## src/rtl/pc_sequencer.sv

```systemverilog
// Program counter and four-phase instruction sequencer for the cpu15 core.
// A one-hot FSM walks FT -> DC -> EX -> WB. Each phase strobe and HALTED
// come straight from a state flop, so no input reaches an output
// combinationally. The PC is resolved from the latched opcode and target
// at the EX -> WB edge.
module pc_sequencer #(
  parameter int PC_W = 4
) (
  input  logic            CLK,
  input  logic            RESET_N,
  input  logic            RUN_EN,
  input  logic [3:0]      OP_CODE,
  input  logic [PC_W-1:0] OP_ADDR,
  input  logic            CMP_FLAG,
  output logic            CLK_FT,
  output logic            CLK_DC,
  output logic            CLK_EX,
  output logic            CLK_WB,
  output logic [PC_W-1:0] P_COUNT,
  output logic            HALTED
);

  localparam logic [3:0] OPC_JMP = 4'b1100;
  localparam logic [3:0] OPC_JE  = 4'b1011;
  localparam logic [3:0] OPC_HLT = 4'b1111;

  // One-hot encoding. The bit positions below are the strobe taps.
  typedef enum logic [5:0] {
    IDLE = 6'b000001,
    FT   = 6'b000010,
    DC   = 6'b000100,
    EX   = 6'b001000,
    WB   = 6'b010000,
    HALT = 6'b100000
  } state_t;

  state_t          state_q;
  state_t          state_d;
  logic [3:0]      op_code_q;
  logic [PC_W-1:0] op_addr_q;
  logic [PC_W-1:0] pc_next;

  // State register
  always_ff @(posedge CLK or negedge RESET_N) begin
    if (!RESET_N) begin
      state_q <= IDLE;
    end else begin
      state_q <= state_d;
    end
  end

  // Next-state logic. RUN_EN only matters in IDLE and when leaving WB.
  // HALT is left only through reset.
  always_comb begin
    state_d = state_q;
    unique case (state_q)
      IDLE:    if (RUN_EN) state_d = FT;
      FT:      state_d = DC;
      DC:      state_d = EX;
      EX:      state_d = (op_code_q == OPC_HLT) ? HALT : WB;
      WB:      state_d = RUN_EN ? FT : IDLE;
      HALT:    state_d = HALT;
      default: state_d = IDLE;
    endcase
  end

  // Capture the fetched opcode and target at the DC -> EX edge.
  // The fetch output has been stable since FT.
  always_ff @(posedge CLK or negedge RESET_N) begin
    if (!RESET_N) begin
      op_code_q <= '0;
      op_addr_q <= '0;
    end else if (state_q == DC) begin
      op_code_q <= OP_CODE;
      op_addr_q <= OP_ADDR;
    end
  end

  // Branch resolution. The increment wraps modulo 2^PC_W.
  always_comb begin
    pc_next = P_COUNT + PC_W'(1);
    unique case (op_code_q)
      OPC_JMP: pc_next = op_addr_q;
      OPC_JE:  if (CMP_FLAG) pc_next = op_addr_q;
      default: pc_next = P_COUNT + PC_W'(1);
    endcase
  end

  // PC moves only at the edge entering WB. It is then stable for a full
  // cycle before the next fetch. hlt leaves it untouched.
  always_ff @(posedge CLK or negedge RESET_N) begin
    if (!RESET_N) begin
      P_COUNT <= '0;
    end else if ((state_q == EX) && (op_code_q != OPC_HLT)) begin
      P_COUNT <= pc_next;
    end
  end

  assign CLK_FT = state_q[1];
  assign CLK_DC = state_q[2];
  assign CLK_EX = state_q[3];
  assign CLK_WB = state_q[4];
  assign HALTED = state_q[5];

endmodule

```

## config.mk

```make
export PLATFORM = sky130hd
export DESIGN_NAME = pc_sequencer
export DESIGN_NICKNAME = d
export VERILOG_FILES = /design/src/rtl/pc_sequencer.sv
export SDC_FILE = /design/constraint.sdc
export NUM_CORES = 1
export LEC_CHECK = 0
export CAP_MARGIN = 5
export CORE_MARGIN = 3
export CORE_UTILIZATION = 53
export DETAILED_ROUTE_END_ITERATION = 10
export DONT_BUFFER_PORTS = 1
export PLACE_DENSITY = 0.71
export SYNTH_ARGS = -nofsm -noshare
export SYNTH_HDL_FRONTEND = slang
export SYNTH_SLANG_ARGS = --single-unit
export TNS_END_PERCENT = 5
```

## constraint.sdc

```tcl
create_clock -name CLK -period 1.7 [get_ports CLK]
set_clock_uncertainty 0.05 [all_clocks]
set_input_delay 0.17 -clock CLK [delete_from_list [all_inputs] [get_ports CLK]]
set_output_delay 0.17 -clock CLK [all_outputs]
set_load 0.02 [all_outputs]
```

==> results.py <==
metrics = {
    "worst_setup_path": {
        "critical_path.max_fanout": 7,
        "arrival_time_of_data_at_the_critical_path_endpoint_ps": 1920,
        "cp.required_ps": 1880,
        "cp_num_buf_inv": 0,
        "crit_family": "simple AND/OR/NAND/NOR gates",
        "setup.worst_path.start_class": "flip-flop",
        "cp.depth": 4,
        "slowest_cell_delay_on_critical_path_ps": 540,
        "slowest_stage": "or4_4",
        "critical_path.cell_chain": "or4_4 -> nor3b_4 -> a21boi_2 -> a2bb2oi_1",
        "crit_path_end_kind": "flip-flop",
        "criticalPathCategory": "flip-flop to flip-flop",
        "ff2ff_path_depth": 4,
    },
    "power": {
        "power.combinational.fraction_pct": 39.0,
        "total_power_mw": 1.656,
        "cellLeakagePower_nw": 0.5099,
        "p_switching_mw": 0.6247,
        "sw_frac_of_total_pct": 37.72,
        "peakVddDrop_uv": 967.6,
        "power_frac_seq_pct": 47.8,
        "clock_power_share_pct": 13.1,
        "power.internal_mw": 1.031,
        "p_per_area_nw_per_um2": 1474,
    },
    "clock_tree": {
        "cts_inserted_buffers": 3,
        "clock_sink_count": 18,
        "cts.path.max_buffers": 2,
        "worstSkewPairLatency_ps": 290,
        "htree_levels": 1,
        "clk_transition_reported_paths_ps": 110,
        "tritoncts": "done",
        "cts_root_buffer": "clkbuf_4",
    },
    "logic_synthesis": {
        "post-synth-top-area-cell": "dfrtp_1",
        "netlist_instances": 72,
        "synth_enable_flop_cells": 0,
        "synth_commonest_cells": "17 x dfrtp_1, 8 x mux2_2, 6 x nor2_1, 4 x inv_1",
        "yosysWarningCount": 0,
        "synth_fp_nets": 85,
        "synth.ff_latch_count": 18,
        "netlist-cell-type-count": 30,
        "syn_area_per_cell_um2": 11.90,
        "yosysMostFrequentCell": "dfrtp_1",
        "mappedNetlistArea_um2": 857.1,
        "synth_largest_type_area_fraction_pct": 49.64,
        "synthTopCellsByArea": "dfrtp_1 50%, mux2_2 11%, mux2i_1 3.5%, dfstp_2 3.1%, nor2_1 2.6%",
        "synth_seq_area_share_pct": 52.70,
        "asyncSetResetFlopFracSynth_pct": 100.0,
        "ys.flop_type": "dfrtp_1",
    },
    "detailed_routing": {
        "route.detailed.wl_per_inst_um": 17.02,
        "detailedRoute.firstIterationViolations": 12,
        "firstDrtPassIters": 4,
        "drt-total-wl_um": 1906,
        "drt_drc_violations_left": 0,
        "remaining_antenna_violation_count_after_routing": 0,
        "detail_route.vias_per_cell": 5.991,
        "num_vias": 671,
    },
    "floorplanning": {
        "number_of_top_level_pins": 21,
        "die_area_um2": 2136,
        "die-width_um": 46.22,
        "die_h_um": 46.22,
        "floorplan.initialDensity_pct": 61.27,
        "fp.coreArea_um2": 1399,
        "num_rows": 13,
    },
    "sta": {
        "max_slew.worst_pin.slew_ps": 802.6,
        "post-route-worst-setup-slack_ps": -40.26,
        "hold-worst-slack_ps": 346.4,
        "report.final.hold_viol_count": 0,
        "timing.final.crit_period_ps": 1740,
        "min_period_over_period_pct": 102.4,
        "slew_headroom_pct": 46.31,
        "fmaxAchievable_mhz": 574.6,
        "timing.final.max_slew_violations": 0,
        "rsz0062_at_grt": "true",
        "finalSetupViolations": 4,
    },
    "place": {
        "port_buffers": 0,
        "dp.final_hpwl_um": 1186,
        "placedInstanceArea_um2": 938.4,
        "place_congestion": 0.7653,
    },
    "grt": {
        "grt_first_pass_wirelength_um": 3063,
        "gr-total-overflow": 0,
        "grt_resource_usage_total_pct": 20.42,
        "antenna_found_initial": 0,
        "grt_start_max_net_pins": 19,
        "grt_pass1_vias": 685,
    },
    "flow_run": {
        "number_of_max_cap_violations": 0,
    },
    "hold_path": {
        "hold_class": "primary input to asynchronous set/reset pin",
    },
    "run_status": {
        "failed_checks": "setup timing",
        "outcome": "complete, but fails checks",
    },
    "layout": {
        "post_synthesis_to_final_layout_area_growth_pct": 31.10,
        "final_layout_size_suffix_gt1_share_pct": 36.08,
        "fin_area_um2": 1124,
        "nets": 111,
        "antenna-diode-count": 0,
    },
}
layer usage:
layer	wire length, um	global-route usage [%]
met1	779	23.82
met3	124	5.469
met5	0	0
met4	9	7.955
met2	991	35.16
timing repair:
item	4_1_cts	5_1_grt
pin swaps	2	2
setup buffers	2	1
hold buffers	10	0
setup endpoints to repair	3	12
hold endpoints to repair	27	0
gates resized for setup	1	6
state kept, by name (all words and copies together), names as in the netlist:
register	flops
op_code_q	4
op_addr_q	4
state_q	6
P_COUNT	4
cells in the final DEF, fill, tap and decap left out, types with 2 or more instances in the layout:
master	n
dfrtp_1	15
buf_4	11
dlygate4sd3_1	10
mux2_2	8
nor2_1	5
inv_1	4
mux2i_1	3
nand2_1	3
clkbuf_4	3
nor2b_1	2
a21oi_1	2
a21boi_2	2
o21ai_0	2
nor4b_1	2
dfrtp_2	2
metrics by stage:
step,setup TNS (ps),std cells,setup slack (ps),utilization (%)
4_1_cts,-57.07,111,-29.88,77.46
5_1_grt,-331.7,112,-98.11,80.32
6_report,-111.1,112,-40.26,80.32
3_5_place_dp,-69.76,95,-35.56,67.08
3_3_place_gp,-82.17,95,-35.90,67.08
2_1_floorplan,-122.0,72,-48.13,-
power groups by stage:
| stage | clock network, mW | logic [mW] | registers (mW) |
|---|---|---|---|
| after detailed placement | 0 | 0.517 | 0.793 |
| after CTS | 0.228 | 0.565 | 0.782 |
| after floorplan | 0 | 0.367 | 0.794 |
| final | 0.218 | 0.646 | 0.792 |
| after global placement | 0 | 0.498 | 0.782 |
| after global routing | 0.244 | 0.709 | 0.819 |
cell families after synthesis:
group           share of synthesized area (%)
mux                                     14.02
xor+xnor                                1.022
buf+inv                                 1.751
fa+ha+maj                               1.460
simple gates                            17.23
flops                                   52.70
compound gates                          11.83
worst paths after layout:
check,endpoint,slack [ps],from
min in group CLK,P_COUNT[0]$_DFFE_PN0P_,430,CMP_FLAG
min reg2reg,op_addr_q[1]$_DFFE_PN0P_,490,op_addr_q[1]$_DFFE_PN0P_
max in group asynchronous,state_q[2]$_DFFE_PN0P_,690,RESET_N
max,P_COUNT[3]$_DFFE_PN0P_,-40,state_q[1]$_DFFE_PN0P_
max reg2reg,P_COUNT[3]$_DFFE_PN0P_,-40,state_q[1]$_DFFE_PN0P_
min,P_COUNT[2]$_DFFE_PN0P_,350,RESET_N
final cells by class:
type	count	area, um2
Multi-Input combinational cell	50	426.7
Tap cell	15	18.77
Sequential cell	18	454.2
Fill cell	89	275.3
Inverter	4	15.01
Timing Repair Buffer	21	182.7
Clock buffer	4	26.28
(Power assumes the default switching activity.)
